`config.mk`:
```
export PLATFORM = sky130hd
export DESIGN_NAME = uart_boot_ctrl_flat
export DESIGN_NICKNAME = d
export VERILOG_FILES = /design/src/rtl/boot_pkg.sv /design/src/rtl/uart_boot_ctrl_if.sv /design/src/rtl/byte_packer.sv /design/src/rtl/uart_boot_ctrl.sv /design/src/flat_wrapper.sv
export SDC_FILE = /design/constraint.sdc
export NUM_CORES = 1
export LEC_CHECK = 0
export CAP_MARGIN = 25
export CORE_UTILIZATION = 37
export DETAILED_ROUTE_END_ITERATION = 10
export GPL_ROUTABILITY_DRIVEN = 0
export PLACE_DENSITY = 0.68
export SLEW_MARGIN = 20
export SYNTH_ARGS = -nofsm -noshare
export SYNTH_HDL_FRONTEND = slang
export SYNTH_HIERARCHICAL = 1
export SYNTH_SLANG_ARGS = --single-unit
```
`constraint.sdc`:
```
create_clock -name clk -period 4.9 [get_ports clk]
set_input_delay 0.98 -clock clk [delete_from_list [all_inputs] [get_ports clk]]
set_output_delay 0.98 -clock clk [all_outputs]
set_load 0.02 [all_outputs]
```
`src/rtl/boot_pkg.sv`:
```
// Shared types and defaults for the UART program loader.
// Holds the loader state enum, bus widths and the byte-lane insert helper.
package boot_pkg;

    typedef enum logic [1:0] {
        ST_IDLE,
        ST_COLLECT,
        ST_WRITE,
        ST_FINISH
    } boot_state_e;

    localparam int unsigned ADDR_W  = 32;
    localparam int unsigned DATA_W  = 32;
    localparam int unsigned COUNT_W = 16;
    localparam int unsigned LANE_W  = 2;

    localparam int unsigned        DEF_WRITE_HOLD   = 16;
    localparam int unsigned        DEF_IDLE_TIMEOUT = 1000;
    localparam logic [ADDR_W-1:0]  DEF_BASE_ADDR    = 32'h0;

    // Return w with byte b placed in lane (little-endian lanes).
    function automatic logic [DATA_W-1:0] lane_insert(input logic [DATA_W-1:0] w,
                                                      input logic [LANE_W-1:0] lane,
                                                      input logic [7:0]        b);
        logic [DATA_W-1:0] r;
        r = w;
        r[8*lane +: 8] = b;
        return r;
    endfunction

endpackage

```
`src/rtl/uart_boot_ctrl_if.sv`:
```
// CPU write request and arbitrated memory write port of the loader.
interface uart_boot_ctrl_if;
    import boot_pkg::*;

    logic              cpu_we;
    logic [ADDR_W-1:0] cpu_addr;
    logic [DATA_W-1:0] cpu_wdata;
    logic              mem_we;
    logic [ADDR_W-1:0] mem_addr;
    logic [DATA_W-1:0] mem_wdata;

    // master: CPU/memory side; slave: the loader arbitrating the port
    modport master (output cpu_we, output cpu_addr, output cpu_wdata,
                    input  mem_we, input  mem_addr, input  mem_wdata);
    modport slave  (input  cpu_we, input  cpu_addr, input  cpu_wdata,
                    output mem_we, output mem_addr, output mem_wdata);
endinterface

```
`src/rtl/byte_packer.sv`:
```
// Packs received bytes into a 32-bit little-endian word, with a one-byte
// skid register that catches a byte arriving while the word is being written.
module byte_packer
    import boot_pkg::*;
(
    input  logic              clk,
    input  logic              reset,
    input  logic              clear,
    input  logic              collect_push,
    input  logic              write_rx,
    input  logic              write_exit,
    input  logic [7:0]        rx_data,
    output logic [DATA_W-1:0] word,
    output logic [LANE_W-1:0] lane_idx,
    output logic              drop_c
);

    logic [7:0] skid;
    logic       skid_full;

    // A second byte while the skid is occupied is lost
    assign drop_c = write_rx && skid_full;

    always_ff @(posedge clk) begin
        if (reset || clear) begin
            word      <= '0;
            lane_idx  <= '0;
            skid      <= '0;
            skid_full <= 1'b0;
        end else if (write_exit) begin
            // Word register zeroed so unfilled lanes of a later flush read as zero
            skid_full <= 1'b0;
            if (skid_full) begin
                word     <= DATA_W'(skid);
                lane_idx <= LANE_W'(1);
            end else if (write_rx) begin
                word     <= DATA_W'(rx_data);
                lane_idx <= LANE_W'(1);
            end else begin
                word     <= '0;
                lane_idx <= '0;
            end
        end else if (write_rx) begin
            if (!skid_full) begin
                skid      <= rx_data;
                skid_full <= 1'b1;
            end
        end else if (collect_push) begin
            word     <= lane_insert(word, lane_idx, rx_data);
            lane_idx <= lane_idx + LANE_W'(1);
        end
    end

endmodule

```
`src/rtl/uart_boot_ctrl.sv`:
```
// UART boot loader: collects bytes into words, writes them to memory while
// stalling the CPU, and pulses cpu_restart when the load completes.
module uart_boot_ctrl
    import boot_pkg::*;
#(
    parameter int unsigned       WRITE_HOLD   = DEF_WRITE_HOLD,
    parameter int unsigned       IDLE_TIMEOUT = DEF_IDLE_TIMEOUT,
    parameter logic [ADDR_W-1:0] BASE_ADDR    = DEF_BASE_ADDR
) (
    input  logic               clk,
    input  logic               reset,
    input  logic               start,
    input  logic [7:0]         rx_data,
    input  logic               rx_valid,
    uart_boot_ctrl_if.slave    bus,
    output logic               cpu_stall,
    output logic               cpu_restart,
    output logic               load_busy,
    output logic [COUNT_W-1:0] word_count,
    output logic               overrun
);

    localparam int unsigned HOLD_W = $clog2(WRITE_HOLD + 1);
    localparam int unsigned TO_W   = $clog2(IDLE_TIMEOUT + 1);

    boot_state_e       state;
    logic [ADDR_W-1:0] addr_q;
    logic [HOLD_W-1:0] hold_cnt;
    logic [TO_W-1:0]   idle_cnt;
    logic              flush;

    logic              clear;
    logic              collect_push;
    logic              write_rx;
    logic              write_exit;
    logic              drop_c;
    logic [DATA_W-1:0] word;
    logic [LANE_W-1:0] lane_idx;

    assign clear        = (state == ST_IDLE) && start;
    assign collect_push = (state == ST_COLLECT) && rx_valid;
    assign write_rx     = (state == ST_WRITE) && rx_valid;
    assign write_exit   = (state == ST_WRITE) && (hold_cnt == HOLD_W'(WRITE_HOLD - 1));

    byte_packer u_packer (
        .clk          (clk),
        .reset        (reset),
        .clear        (clear),
        .collect_push (collect_push),
        .write_rx     (write_rx),
        .write_exit   (write_exit),
        .rx_data      (rx_data),
        .word         (word),
        .lane_idx     (lane_idx),
        .drop_c       (drop_c)
    );

    // Loader sequencing, write hold timing, address and word counters
    always_ff @(posedge clk) begin
        if (reset) begin
            state      <= ST_IDLE;
            addr_q     <= BASE_ADDR;
            word_count <= '0;
            overrun    <= 1'b0;
            hold_cnt   <= '0;
            idle_cnt   <= '0;
            flush      <= 1'b0;
        end else begin
            case (state)
                ST_IDLE: begin
                    if (start) begin
                        state      <= ST_COLLECT;
                        addr_q     <= BASE_ADDR;
                        word_count <= '0;
                        overrun    <= 1'b0;
                        idle_cnt   <= '0;
                    end
                end
                ST_COLLECT: begin
                    // A byte on the threshold cycle wins over the timeout
                    if (rx_valid) begin
                        idle_cnt <= '0;
                        if (lane_idx == LANE_W'(3)) begin
                            state    <= ST_WRITE;
                            hold_cnt <= '0;
                            flush    <= 1'b0;
                        end
                    end else if (idle_cnt == TO_W'(IDLE_TIMEOUT - 1)) begin
                        idle_cnt <= '0;
                        if (lane_idx == '0) begin
                            state <= ST_FINISH;
                        end else begin
                            state    <= ST_WRITE;
                            hold_cnt <= '0;
                            flush    <= 1'b1;
                        end
                    end else begin
                        idle_cnt <= idle_cnt + TO_W'(1);
                    end
                end
                ST_WRITE: begin
                    if (drop_c) begin
                        overrun <= 1'b1;
                    end
                    if (write_exit) begin
                        addr_q     <= addr_q + ADDR_W'(4);
                        word_count <= (word_count == '1) ? word_count
                                                         : word_count + COUNT_W'(1);
                        idle_cnt   <= '0;
                        state      <= flush ? ST_FINISH : ST_COLLECT;
                    end else begin
                        hold_cnt <= hold_cnt + HOLD_W'(1);
                    end
                end
                ST_FINISH: begin
                    state <= ST_IDLE;
                end
                default: begin
                    state <= ST_IDLE;
                end
            endcase
        end
    end

    assign load_busy   = (state != ST_IDLE);
    assign cpu_stall   = (state != ST_IDLE);
    assign cpu_restart = (state == ST_FINISH);

    // Memory port: CPU passes through in IDLE, loader owns it otherwise
    always_comb begin
        bus.mem_we    = bus.cpu_we;
        bus.mem_addr  = bus.cpu_addr;
        bus.mem_wdata = bus.cpu_wdata;
        if (state != ST_IDLE) begin
            bus.mem_we    = (state == ST_WRITE);
            bus.mem_addr  = addr_q;
            bus.mem_wdata = word;
        end
    end

endmodule

```
`src/flat_wrapper.sv`:
```
// flat-port wrapper written by rule: the top's interface ports become plain ports
module uart_boot_ctrl_flat import boot_pkg::*;
#(
    parameter int unsigned       WRITE_HOLD   = DEF_WRITE_HOLD,
    parameter int unsigned       IDLE_TIMEOUT = DEF_IDLE_TIMEOUT,
    parameter logic [ADDR_W-1:0] BASE_ADDR    = DEF_BASE_ADDR
)
  (clk, reset, start, rx_data, rx_valid, cpu_stall, cpu_restart, load_busy, word_count, overrun, bus_cpu_we, bus_cpu_addr, bus_cpu_wdata, bus_mem_we, bus_mem_addr, bus_mem_wdata);
  uart_boot_ctrl_if bus_i ();
  input  logic clk;
  input  logic reset;
  input  logic start;
  input  logic [7:0] rx_data;
  input  logic rx_valid;
  output logic cpu_stall;
  output logic cpu_restart;
  output logic load_busy;
  output logic [COUNT_W-1:0] word_count;
  output logic overrun;
  input wire logic [$bits(bus_i.cpu_we)-1:0] bus_cpu_we;
  input wire logic [$bits(bus_i.cpu_addr)-1:0] bus_cpu_addr;
  input wire logic [$bits(bus_i.cpu_wdata)-1:0] bus_cpu_wdata;
  output wire logic [$bits(bus_i.mem_we)-1:0] bus_mem_we;
  output wire logic [$bits(bus_i.mem_addr)-1:0] bus_mem_addr;
  output wire logic [$bits(bus_i.mem_wdata)-1:0] bus_mem_wdata;
  assign bus_i.cpu_we = bus_cpu_we;
  assign bus_i.cpu_addr = bus_cpu_addr;
  assign bus_i.cpu_wdata = bus_cpu_wdata;
  assign bus_mem_we = bus_i.mem_we;
  assign bus_mem_addr = bus_i.mem_addr;
  assign bus_mem_wdata = bus_i.mem_wdata;
  uart_boot_ctrl #(.WRITE_HOLD(WRITE_HOLD), .IDLE_TIMEOUT(IDLE_TIMEOUT), .BASE_ADDR(BASE_ADDR)) u_core (.clk(clk), .reset(reset), .start(start), .rx_data(rx_data), .rx_valid(rx_valid), .bus(bus_i), .cpu_stall(cpu_stall), .cpu_restart(cpu_restart), .load_busy(load_busy), .word_count(word_count), .overrun(overrun));
endmodule
```
==> metrics.csv, run 1 <==
metric,value,unit
router iterations before antenna repair,5,
DR vias,5485,
sequential share of the synthesized area,0.361,
Post-Synthesis Cell Area,5990,um^2
Crit-path slowest cell,nor2_4,
FILL cells,1532,
leak pwr,2.68,nW
Placed Cells,1027,
area occupied by multi-input gates,3560,um^2
"Async S/R FF share, synth",0,
# setup viols final,0,
worst hold path type,flip-flop to flip-flop,
Hold Fails Final Rpt,0,
# H-tree levels,3,
Synth Net Count,777,
via-per-instance ratio,5.27,
register-to-register setup slack,1.65,ns
Slew @ Worst Pin,0.930,ns
Post-route DRC,0,
cts hold-fix bufs,0,
Yosys reg bits,108,
vias in the first global route,4748,
core outline area,15800,um^2
Slew Limit Fails,0,
Tcrit/Tclk final,0.764,
Max Root-Sink Buffers,2,
Gate Count Post-Synth,690,
setup ws final,1.16,ns
Finished Layout Cells,1041,
FF+latch area,2160,um^2
ys flop type,dfxtp_1,
post-synthesis mux area share,0.129,
CTS root buffer,clkbuf_16,
dpl ws,1.51,ns
DP HPWL,11000,um
largest fanout on the critical path,39,
largest family of logic cells by synthesized area,simple AND/OR/NAND/NOR gates,
VDD IR-drop max,0.175,mV
Num Clock Sinks,108,
Buffers & Inverters on Critical Path,2,
post-layout net count,909,
Post-Synth XOR/XNOR Area,0.0424,
Setup Crit Path Kind,flip-flop to primary output,
post-synthesis compound-gate area fraction,0.155,
Initial Util,0.378,
Syn Area/Cell,8.68,um^2
global-route wire length before repair,23800,um
buffers added on ports,161,
CTS resizes,0,
cts bufs inserted,9,
drt initial violations,385,
Rows,46,
initial antenna violation count,1,
area delta synth->final,33.4,%
Post CTS Setup Buffer Count,0,
P per Cell Area,264,nW/um^2
All-Layer GR Usage,0.182,
RSZ-0062 raised after global routing,false,
setup TNS,0,ns
Worst-path clk slew,0.06,ns
Worst-Skew Late Latency,0.35,ns
max incr delay on CP,0.70,ns
crit end category,primary output,
Netlist cell types,61,
die area,16700,um^2
Post-synth EDFFs,0,
relative slew slack,0.377,
Chip Height,129,um
Max-Cap Viols,0,
Final Util,0.505,
simple-gate share of the synthesized area,0.247,
IO Count,162,
CP startpoint kind,flip-flop,
post-synthesis adder-cell area fraction,0.0209,
WP data arrival,2.76,ns
Die Wd,129,um
outcome,"complete, no violations",
max frequency,267,MHz
Tmin final,3.74,ns
final WL,15400,um
"critical path, cell by cell",nor2_4 > buf_12 > mux2_2 > clkdlybuf4s50_1,
Clock Skews,0.00795,ns
Critical Path RT,3.92,ns
largest net degree at the start of global routing,40,
gr ovfl total,0,
layout cells sized above 1,0.104,
ant diodes,0,
cell family contributing the most delay on the critical path,buffers and inverters,
per-cell routed wire length,14.7,um
Ys Warns,6,
CTS tree,done,
Antenna Violating Nets Remaining,0,
-- logic make-up (layout without fill, tap and decap cells) --
logic type      count (synthesis)  in the layout
flops                         108            108
simple gates                  271            271
buf+inv                        61            196
compound gates                141            141
mux                            70             70
xor+xnor                       29             29
fa+ha+maj                      10             10
-- worst reg2reg max path: stages, from the launching register on --
cell	delay [ns]
dfxtp_1	0.37
ha_1	0.23
and3_1	0.18
ha_1	0.23
nand3b_1	0.16
inv_1	0.69
clkinv_1	0.86
nand3_1	0.31
a21oi_1	0.09
-- flip-flops by register name (all words and copies together), names as in the netlist --
| name | count |
|---|---|
| u_core/overrun | 1 |
| u_core/u_packer/skid_full | 1 |
| u_core/state | 2 |
| u_core/u_packer/word | 32 |
| u_core/u_packer/skid | 8 |
| u_core/u_packer/lane_idx | 2 |
| u_core/hold_cnt | 5 |
| u_core/idle_cnt | 10 |
| u_core/word_count | 16 |
| u_core/addr_q | 30 |
| u_core/flush | 1 |
-- power breakdown --
part           internal [mW]  switching, mW  leakage, nW
Sequential             0.885         0.0153        0.871
Clock                  0.353          0.315        0.125
Combinational          0.279          0.258         1.68
Total                   1.52          0.588         2.68
-- cells in the final DEF (no fill, tap or decap), types with 6 or more instances in the layout --
master,instances
o21ai_0,15
nand3b_1,12
dfxtp_1,108
nor3_1,17
nor2_1,52
or3_1,13
o2111ai_1,24
mux2_2,58
a221o_1,8
nand4_1,10
nor2b_1,15
xor2_1,14
inv_1,13
o21ai_1,6
buf_4,6
nand2_1,43
a21oi_1,58
clkbuf_16,9
clkdlybuf4s50_1,161
nand3_1,44
a211oi_1,6
and4_1,9
ha_1,10
xnor2_1,15
mux2i_1,12
nand2b_1,6
and3_1,9
and2_1,15
-- final cells by class --
cell class	count	share of cell area
clock buffer	12	0.0309
inverter	14	0.00658
sequential	108	0.271
clock inverter	2	0.00157
multi-input combinational	521	0.446
tap	216	0.0338
timing repair buffer	168	0.210
-- synth_stat cells (15+ instances only) --
cell type	count	area [um^2]
a21oi_1	58	290
and2_1	15	93.8
clkbuf_1	29	109
dfxtp_1	108	2160
mux2_2	58	653
nand2_1	43	161
nand3_1	44	220
nor2_1	53	199
nor2b_1	15	93.8
nor3_1	17	85.1
o2111ai_1	24	210
o21ai_0	15	75.1
xnor2_1	15	131
-- through the flow --
step,hold WS [ns],power [mW],cell area (um^2)
2_1_floorplan,0.441,1.22,5990
3_3_place_gp,0.458,1.46,7730
3_5_place_dp,0.459,1.46,7730
4_1_cts,0.468,2.13,7990
5_1_grt,0.492,2.20,7990
6_report,0.464,2.10,7990
-- path summary, 6_finish.rpt --
| path | from | cells after the start | endpoint |
|---|---|---|---|
| worst max register to register | u_core/hold_cnt[0]$_SDFFE_PP0P_ | 8 | u_core/u_packer/word[15]$_SDFFE_PP0P_ |
| worst min register to register | u_core/u_packer/word[17]$_SDFFE_PP0P_ | 2 | u_core/u_packer/word[17]$_SDFFE_PP0P_ |
| worst max-delay path | u_core/state[0]$_SDFFE_PP0P_ | 4 | bus_mem_wdata[24] |
| worst min-delay path | u_core/u_packer/word[17]$_SDFFE_PP0P_ | 2 | u_core/u_packer/word[17]$_SDFFE_PP0P_ |
-- layer usage --
metal | vias up | GRT usage | routed length [um]
li1 | 2786 | - | -
met1 | 2548 | 0.240 | 7100
met2 | 136 | 0.295 | 7180
met3 | 13 | 0.0347 | 865
met4 | 2 | 0.0623 | 196
met5 | - | 0 | 13
(Power assumes the default switching activity.)
==> run 2, diff against run 1 <==
--- a/config.mk
+++ b/config.mk
@@ -9,7 +9,7 @@
 export CORE_UTILIZATION = 37
 export DETAILED_ROUTE_END_ITERATION = 10
 export GPL_ROUTABILITY_DRIVEN = 0
-export PLACE_DENSITY = 0.68
+export PLACE_DENSITY = 0.7
 export SLEW_MARGIN = 20
 export SYNTH_ARGS = -nofsm -noshare
 export SYNTH_HDL_FRONTEND = slang
==> constraint.sdc (replaced) <==
create_clock -name clk -period 3.3 [get_ports clk]
set_input_delay 0.66 -clock clk [delete_from_list [all_inputs] [get_ports clk]]
set_output_delay 0.66 -clock clk [all_outputs]
set_load 0.02 [all_outputs]
==> metrics.csv, run 2 (synthesized netlist as in run 1, its figures left out) <==
metric,value,unit
crit end category,primary output,
FILL cells,1497,
dpl ws,0.536,ns
post-layout net count,917,
cell family contributing the most delay on the critical path,buffers and inverters,
cts hold-fix bufs,0,
met3 Track Usage GR,0.0351,
gr ovfl total,0,
per-cell routed wire length,14.9,um
outcome,"complete, no violations",
layout cells sized above 1,0.114,
IO Count,162,
CP startpoint kind,flip-flop,
reg2reg path depth,8,
"Design Area, Final",8110,um^2
area delta synth->final,35.4,%
setup TNS,0,ns
Finished Layout Cells,1050,
Tmin final,3.10,ns
Post-route DRC,0,
Chip Height,129,um
All-Layer GR Usage,0.189,
Reg with most FFs,u_core/u_packer/word,
ant diodes,0,
CTS tree,done,
"commonest non-fill, non-tap cell in the layout",clkdlybuf4s50_1,
most frequent cells in the layout,"clkdlybuf4s50_1, dfxtp_1, mux2_2, a21oi_1, nor2_1",
max frequency,323,MHz
worst r2r src,u_core/hold_cnt[0]$_SDFFE_PP0P_,
Tcrit/Tclk final,0.940,
number of flip-flops under the largest register name,32,
Die Wd,129,um
largest net degree at the start of global routing,36,
core outline area,15800,um^2
die area,16700,um^2
cts bufs inserted,9,
Antenna Violating Nets Remaining,0,
P per Cell Area,407,nW/um^2
buffers added on ports,161,
# setup viols final,0,
Rows,46,
drt initial violations,476,
vias in the first global route,4923,
global routing met2 resource utilization,0.299,
Num Clock Sinks,108,
Slew @ Worst Pin,0.900,ns
Critical Path RT,2.64,ns
Hold EP,u_core/u_packer/word[19]$_SDFFE_PP0P_,
Hold Fails Final Rpt,0,
Clock Skews,0.00500,ns
CTS resizes,0,
leak pwr,2.74,nW
register-to-register setup slack,0.52,ns
global-route wire length before repair,24900,um
Final Util,0.512,
r2r endpoint,u_core/u_packer/word[15]$_SDFFE_PP0P_,
Worst-path clk slew,0.07,ns
largest fanout on the critical path,16,
CTS root buffer,clkbuf_16,
Worst-Skew Late Latency,0.35,ns
met1 Usage GRT,0.252,
Top Registers,"u_core/u_packer/word: 32 flops, u_core/addr_q: 30 flops, u_core/word_count: 16 flops",
via-per-instance ratio,5.27,
Initial Util,0.378,
setup ws final,0.199,ns
relative slew slack,0.397,
DP HPWL,11300,um
DR vias,5536,
final WL,15600,um
RSZ-0062 raised after global routing,false,
max incr delay on CP,0.54,ns
Setup Crit Path Kind,flip-flop to primary output,
WP data arrival,2.44,ns
GR peak layer,met2,
Hold Startpoint,u_core/u_packer/word[19]$_SDFFE_PP0P_,
Buffers & Inverters on Critical Path,2,
"critical path, cell by cell",nor2_4 > buf_4 > mux2_2 > clkdlybuf4s50_1,
worst hold path type,flip-flop to flip-flop,
Post CTS Setup Buffer Count,0,
initial antenna violation count,1,
VDD IR-drop max,0.261,mV
Max-Cap Viols,0,
Placed Cells,1035,
router iterations before antenna repair,5,
# H-tree levels,3,
placed inst area,7800,um^2
Slew Limit Fails,0,
worst hold path depth,2,
Max Root-Sink Buffers,2,
Crit-path slowest cell,clkdlybuf4s50_1,
run 2: cell types whose count changed in the layout (fill, tap and decap cells not counted), sizes merged:
cell      delta
buf          +8
bufinv       +2
clkbuf       -1
clkinv       -1
clkinvlp     +1
run 2: through the flow:
| step | hold WS, ns | power (mW) |
|---|---|---|
| final | 0.465 | 3.30 |
| after floorplan | 0.441 | 1.82 |
| after global placement | 0.457 | 2.18 |
| after global routing | 0.480 | 3.44 |
| after CTS | 0.470 | 3.33 |
| after detailed placement | 0.459 | 2.19 |
run 2: layer usage:
metal  vias to the layer above  routed length (um)
met4                         2                 245
li1                       2805                   -
met1                      2566                7230
met5                         -                  13
met2                       145                7250
met3                        18                 904
run 2: worst max path at each step:
stage | depth (start not counted) | endpoint | start
2_1_floorplan | 4 | bus_mem_addr[10] | u_core/state[1]$_SDFFE_PP0P_
3_3_place_gp | 4 | bus_mem_wdata[0] | u_core/state[0]$_SDFFE_PP0P_
3_5_place_dp | 4 | bus_mem_wdata[23] | u_core/state[0]$_SDFFE_PP0P_
4_1_cts | 4 | bus_mem_wdata[5] | u_core/state[0]$_SDFFE_PP0P_
5_1_grt | 4 | bus_mem_wdata[24] | u_core/state[0]$_SDFFE_PP0P_
6_report | 4 | bus_mem_wdata[20] | u_core/state[0]$_SDFFE_PP0P_
run 2: where the power goes:
| part | total (mW) | internal [mW] | switching [mW] | leakage, nW |
|---|---|---|---|---|
| clock | 1.14 | 0.662 | 0.479 | 0.142 |
| sequential | 1.33 | 1.31 | 0.0160 | 0.871 |
| combinational | 0.824 | 0.427 | 0.397 | 1.73 |
run 2: worst min-delay path, cell delays in order (launching register included):
cell and delay, ns:
dfxtp_1 0.31, nand3_1 0.06, a21oi_1 0.05
run 2: area by class of cell:
cell class / instances / area (um^2) / area share
Multi-Input combinational cell: 521 / 3560 / 0.440
Sequential cell: 108 / 2160 / 0.267
Timing Repair Buffer: 176 / 1750 / 0.216
Tap cell: 216 / 270 / 0.0333
Clock buffer: 11 / 233 / 0.0287
Clock inverter: 4 / 75.1 / 0.00926
Inverter: 14 / 52.6 / 0.00648
==> run 3, diff against run 2 <==
--- a/config.mk
+++ b/config.mk
@@ -10,7 +10,6 @@
 export DETAILED_ROUTE_END_ITERATION = 10
 export GPL_ROUTABILITY_DRIVEN = 0
 export PLACE_DENSITY = 0.7
-export SLEW_MARGIN = 20
 export SYNTH_ARGS = -nofsm -noshare
 export SYNTH_HDL_FRONTEND = slang
 export SYNTH_HIERARCHICAL = 1
==> results of run 3 <==
Final layout, timing and power as in run 2 (identical DEF).
